### src/rtl/udp_echo_responder.sv
// rtl/udp_echo_responder.sv - echoes received UDP datagrams back to their sender
// through a 2-entry skid buffer, or discards them when echo is disabled.
module udp_echo_responder #(
  parameter int WIDTH = 512
) (
  input  logic               net_clk,
  input  logic               net_areset,
  input  logic               echo_en,
  input  logic               s_axis_udp_rx_metadata_valid,
  output logic               s_axis_udp_rx_metadata_ready,
  input  logic [175:0]       s_axis_udp_rx_metadata_data,
  input  logic               s_axis_udp_rx_data_valid,
  output logic               s_axis_udp_rx_data_ready,
  input  logic [WIDTH-1:0]   s_axis_udp_rx_data_data,
  input  logic [WIDTH/8-1:0] s_axis_udp_rx_data_keep,
  input  logic               s_axis_udp_rx_data_last,
  output logic               m_axis_udp_tx_metadata_valid,
  input  logic               m_axis_udp_tx_metadata_ready,
  output logic [175:0]       m_axis_udp_tx_metadata_data,
  output logic               m_axis_udp_tx_data_valid,
  input  logic               m_axis_udp_tx_data_ready,
  output logic [WIDTH-1:0]   m_axis_udp_tx_data_data,
  output logic [WIDTH/8-1:0] m_axis_udp_tx_data_keep,
  output logic               m_axis_udp_tx_data_last,
  output logic [31:0]        pkt_count,
  output logic [31:0]        drop_count,
  output logic [31:0]        len_err_count
);
  localparam int KW = WIDTH / 8;

  typedef enum logic [1:0] {IDLE, META, DATA, DROP} state_t;
  state_t state, state_nx;

  logic [175:0]     meta_q;
  logic [15:0]      byte_cnt;
  logic [15:0]      beat_bytes;
  logic [16:0]      byte_sum;
  logic [15:0]      byte_nx;

  logic [WIDTH-1:0] sk_data [2];
  logic [KW-1:0]    sk_keep [2];
  logic             sk_last [2];
  logic             wr_ptr, rd_ptr;
  logic [1:0]       sk_cnt;

  logic meta_hs, rx_hs, push, pop;

  always_comb begin
    beat_bytes = '0;
    for (int i = 0; i < KW; i++)
      beat_bytes = beat_bytes + 16'(s_axis_udp_rx_data_keep[i]);
    byte_sum = {1'b0, byte_cnt} + {1'b0, beat_bytes};
    byte_nx  = byte_sum[16] ? 16'hFFFF : byte_sum[15:0];
  end

  // Only rx metadata ready needs explicit reset gating; the rest derive from reset state.
  always_comb begin
    state_nx                     = state;
    s_axis_udp_rx_metadata_ready = 1'b0;
    s_axis_udp_rx_data_ready     = 1'b0;
    m_axis_udp_tx_metadata_valid = 1'b0;
    case (state)
      IDLE: begin
        s_axis_udp_rx_metadata_ready = ~net_areset;
        if (s_axis_udp_rx_metadata_valid && !net_areset)
          state_nx = echo_en ? META : DROP;
      end
      META: begin
        m_axis_udp_tx_metadata_valid = 1'b1;
        if (m_axis_udp_tx_metadata_ready)
          state_nx = DATA;
      end
      DATA: begin
        s_axis_udp_rx_data_ready = (sk_cnt != 2'd2);
        if (s_axis_udp_rx_data_valid && sk_cnt != 2'd2 && s_axis_udp_rx_data_last)
          state_nx = IDLE;
      end
      DROP: begin
        s_axis_udp_rx_data_ready = 1'b1;
        if (s_axis_udp_rx_data_valid && s_axis_udp_rx_data_last)
          state_nx = IDLE;
      end
      default: state_nx = IDLE;
    endcase
  end

  assign meta_hs = s_axis_udp_rx_metadata_valid && s_axis_udp_rx_metadata_ready;
  assign rx_hs   = s_axis_udp_rx_data_valid && s_axis_udp_rx_data_ready;
  assign push    = (state == DATA) && rx_hs;
  assign pop     = m_axis_udp_tx_data_valid && m_axis_udp_tx_data_ready;

  always_ff @(posedge net_clk or posedge net_areset) begin
    if (net_areset) begin
      state         <= IDLE;
      meta_q        <= '0;
      byte_cnt      <= '0;
      pkt_count     <= '0;
      drop_count    <= '0;
      len_err_count <= '0;
    end else begin
      state <= state_nx;
      if (meta_hs) begin
        meta_q   <= s_axis_udp_rx_metadata_data;
        byte_cnt <= '0;
      end
      if (push) begin
        byte_cnt <= byte_nx;
        if (s_axis_udp_rx_data_last) begin
          pkt_count <= pkt_count + 32'd1;
          if (byte_nx != meta_q[175:160])
            len_err_count <= len_err_count + 32'd1;
        end
      end
      if (state == DROP && rx_hs && s_axis_udp_rx_data_last)
        drop_count <= drop_count + 32'd1;
    end
  end

  always_ff @(posedge net_clk or posedge net_areset) begin
    if (net_areset) begin
      wr_ptr <= 1'b0;
      rd_ptr <= 1'b0;
      sk_cnt <= 2'd0;
    end else begin
      if (push) wr_ptr <= ~wr_ptr;
      if (pop)  rd_ptr <= ~rd_ptr;
      case ({push, pop})
        2'b10:   sk_cnt <= sk_cnt + 2'd1;
        2'b01:   sk_cnt <= sk_cnt - 2'd1;
        default: sk_cnt <= sk_cnt;
      endcase
    end
  end

  // Payload storage needs no reset; occupancy alone decides what is visible.
  always_ff @(posedge net_clk) begin
    if (push) begin
      sk_data[wr_ptr] <= s_axis_udp_rx_data_data;
      sk_keep[wr_ptr] <= s_axis_udp_rx_data_keep;
      sk_last[wr_ptr] <= s_axis_udp_rx_data_last;
    end
  end

  assign m_axis_udp_tx_metadata_data = meta_q;
  assign m_axis_udp_tx_data_valid    = (sk_cnt != 2'd0);
  assign m_axis_udp_tx_data_data     = sk_data[rd_ptr];
  assign m_axis_udp_tx_data_keep     = sk_keep[rd_ptr];
  assign m_axis_udp_tx_data_last     = sk_last[rd_ptr];
endmodule

### config.mk
export PLATFORM = sky130hd
export DESIGN_NAME = udp_echo_responder
export DESIGN_NICKNAME = d
export VERILOG_FILES = /design/src/rtl/udp_echo_responder.sv
export SDC_FILE = /design/constraint.sdc
export NUM_CORES = 2
export LEC_CHECK = 0
export BUFFER_PORTS_ARGS = -buffer_cell sky130_fd_sc_hd__buf_2
export CAP_MARGIN = 15
export CORE_AREA = 2 2 626 628
export CTS_CLUSTER_SIZE = 12
export DETAILED_ROUTE_END_ITERATION = 16
export DIE_AREA = 0 0 628 630
export GPL_TIMING_DRIVEN = 0
export HOLD_SLACK_MARGIN = 0.05
export SYNTH_ARGS = -nofsm -noshare
export SYNTH_HDL_FRONTEND = slang
export SYNTH_SLANG_ARGS = --single-unit
### constraint.sdc
create_clock -name net_clk -period 25.8 [get_ports net_clk]
set_input_delay 2.58 -clock net_clk [delete_from_list [all_inputs] [get_ports net_clk]]
set_output_delay 2.58 -clock net_clk [all_outputs]
set_load 0.05 [all_outputs]
==> impl_metrics.csv <==
group,metric,value,unit
status,outcome,"finished clean",
pwr,clock_power_share,19.7,%
cts,hold_buffers,0,
drt,via_count,36600,
floorplan,row_count,229,
grt,grt_usage,14.6,%
critical_path,arrival,11.36,ns
critical_path,critPathRequiredTime,26.49,ns
worst_hold_path,hold_class,"reg -> reg",
floorplan,dieArea,396000,um^2
synth,ys_warn_count,0,
critical_path,cp_max_fo,10,
cts,h-tree-depth,4,
timing,rsz0062_at_grt,"no",
critical_path,worst-setup-path-type,"in -> reg",
placed_design,dp_hpwl,256000,um
drt,postRouteAntennaNets,0,
cts,cts.sinks,1448,
cts,cts_buffers,173,
grt,grt_pass1_wl,378000,um
placed_design,io_buffers,1612,
cts,post_cts_buffers,0,
drt,routed_wirelength,301000,um
floorplan,coreArea,388000,um^2
final_layout,fillers,41900,
synth,async_flop_share,20.3,%
critical_path,crit_family,"adder cells",
critical_path,worstPathBufferInverterCount,9,
pwr,ir_worst_vdd,493,uV
timing,fmax,93.8,MHz
drt,first_pass_iters,5,
grt,grt_pass1_vias,36100,
grt,antenna_found_initial,215,
cts,cts_tree,"done",
cts,clkLatencyLatePin,0.87,ns
pwr,switching_share,48.7,%
floorplan,fp.dieH,630,um
timing,drv_slew,0,
critical_path,crit_top_cell,"fa_1",
final_layout,fin_area,77200,um^2
synth,yosysTopAreaCellShare,62.1,%
final_layout,layout-drive-gt1-share,47.3,%
synth,yosysSeqAreaShare,75.3,%
pwr,p_switching,6.04,mW
drt,drt_iter0_markers,2631,
floorplan,die_x,628,um
drt,viasPerCell,3.46,
timing,worst_pin_slew,1.10,ns
synth,ys.flop_type,"edfxtp_1",
placed_design,globalplace.congestion,0.960,
pwr,p_leak,30.4,nW
critical_path,crit_slowest_cell,"nor4_2",
timing,slew_headroom,27.0,%
synth,syn_area,55800,um^2
synth,synth_edf_count,1154,
critical_path,crit_path_end_kind,"register",
grt,grt_max_degree,99,
final_layout,finalNetCount,5999,
synth,synth_area_leaders,"edfxtp_1 62%, dfrtp_1 13%, mux2_2 12%",
synth,ys_seq_elements,1448,
drt,wire_per_inst,28.5,um
floorplan,ios,1613,
timing,fin_setup_tns,0,ns
timing,min_period,10.66,ns
pwr,p_int,6.35,mW
floorplan,initial_core_util,14.4,%
flow_run,cap_violations,0,
synth,syn_nets,4165,
synth,synth_common_cells,"1154 x edfxtp_1, 580 x nand2_1, 579 x mux2_2, 294 x dfrtp_1, 107 x clkbuf_1",
critical_path,cpPeakStageDelay,0.85,ns
pwr,p_seq_share,26.4,%
grt,grt-ovfl-total,0,
timing,finalCritPeriodShare,41.3,%
pwr,p_total,12.4,mW
final_layout,fin_util,19.9,%
placed_design,placed_area,71400,um^2
synth,synthCells,3318,
timing,hold_viol_final,0,
timing,clock_skew,0.0641,ns
synth,synth_cell_types,61,
timing,finalSetupViolCount,0,
cts,cts_resized,0,
pwr,power_density,160,nW/um^2
cts,root_buffer,"clkbuf_16",
synth,syn_area_per_cell,16.8,um^2
critical_path,worst_setup_path_start_kind,"primary input",
drt,remaining_drc_errors,0,
synth,synth.largest_area_cell,"edfxtp_1",
synth,synth.most_common_cell,"edfxtp_1",
cts,max-clock-path-buffers,4,
pwr,p_comb_share,53.9,%
final_layout,area_growth,38.5,%
cts,path_clk_slew,0.06,ns
==> tightest hold or removal path: cells and delay by family, from the launching register on <==
family	cells	cell delay, ns
flip-flops	1	0.33
AND/OR/NAND/NOR	2	0.10
==> metal layers <==
layer,share of wire [%],vias up,global-route usage (%)
met5,0.056,-,0
met4,5.5,26,6.56
met3,7.4,631,4.37
met2,55,1690,28.8
met1,32,18400,13.7
li1,-,15900,-
==> through the flow <==
| step | instances | hold slack [ns] | worst slack, ns |
|---|---|---|---|
| after global placement | 10100 | 0.455 | -5.63 |
| after CTS | 10500 | 0.472 | 15.01 |
| after floorplan | 3318 | 0.448 | 6.97 |
| after global routing | 10500 | 0.487 | 14.77 |
| final | 10600 | 0.467 | 15.14 |
| after detailed placement | 10200 | 0.454 | 14.10 |
==> power groups by stage <==
stage | sequential (mW) | clock, mW | combinational [mW]
6_report | 3.27 | 2.43 | 6.68
3_3_place_gp | 3.75 | 0 | 6.59
4_1_cts | 3.27 | 2.52 | 6.74
3_5_place_dp | 3.31 | 0 | 6.71
2_1_floorplan | 4.03 | 0 | 3.93
5_1_grt | 3.32 | 2.60 | 7.06
==> state kept, by name, summed over array words and instances, names as in the netlist <==
| register | cells |
|---|---|
| sk_data | 1024 |
| m_axis_udp_tx_metadata_data | 176 |
| sk_keep | 128 |
| drop_count | 32 |
| len_err_count | 32 |
| pkt_count | 32 |
| byte_cnt | 16 |
| sk_cnt | 2 |
| sk_last | 2 |
| state | 2 |
| rd_ptr | 1 |
| wr_ptr | 1 |
==> path summary, 6_finish.rpt <==
check	startpoint	to	slack (ns)	depth (start not counted)
worst max-delay path	s_axis_udp_rx_data_keep[35]	len_err_count[24]	15.14	27
worst min-delay path	m_axis_udp_tx_metadata_data[61]	m_axis_udp_tx_metadata_data[61]	0.47	2
max in group asynchronous	net_areset	byte_cnt[10]	22.24	5
worst max register to register	byte_cnt[0]	len_err_count[24]	17.38	23
min in group asynchronous	net_areset	len_err_count[23]	1.69	2
worst min register to register	m_axis_udp_tx_metadata_data[61]	m_axis_udp_tx_metadata_data[61]	0.47	2
==> cells in the final DEF (no fill, tap or decap), types with 24 or more instances in the layout <==
cell       count
ha_1          31
buf_2       1617
nor3_1        24
nor2_1        50
and3_1        26
clkbuf_16    176
clkinv_1      32
nand3_1       46
xnor2_1       61
edfxtp_1    1154
clkbuf_1     140
nand2_1      580
diode_2       85
mux2_2       579
dfrtp_1      294
fa_1          56
xor2_1        50
inv_1         99
==> layout make-up <==
class	count	area [um^2]	share of cell area (%)
flip-flops and latches	1448	42000	54.4
multi-input cells	1652	13000	16.8
repair buffers	1659	9130	11.8
well taps	5197	6500	8.42
clock buffers	224	4660	6.04
clock inverters	81	912	1.18
plain buffers	118	458	0.593
inverters	100	383	0.496
diodes	85	213	0.275
==> kinds of logic after synthesis <==
logic type,synth area share [%]
DFF,75.3
and+or+nand+nor,6.01
muxes,11.7
buffers and inverters,1.48
xor gates and xnor gates,1.74
adders and majority gates,2.71
AOI/OAI and AO/OA,1.01
No activity file was read; power rests on OpenSTA's default activity.
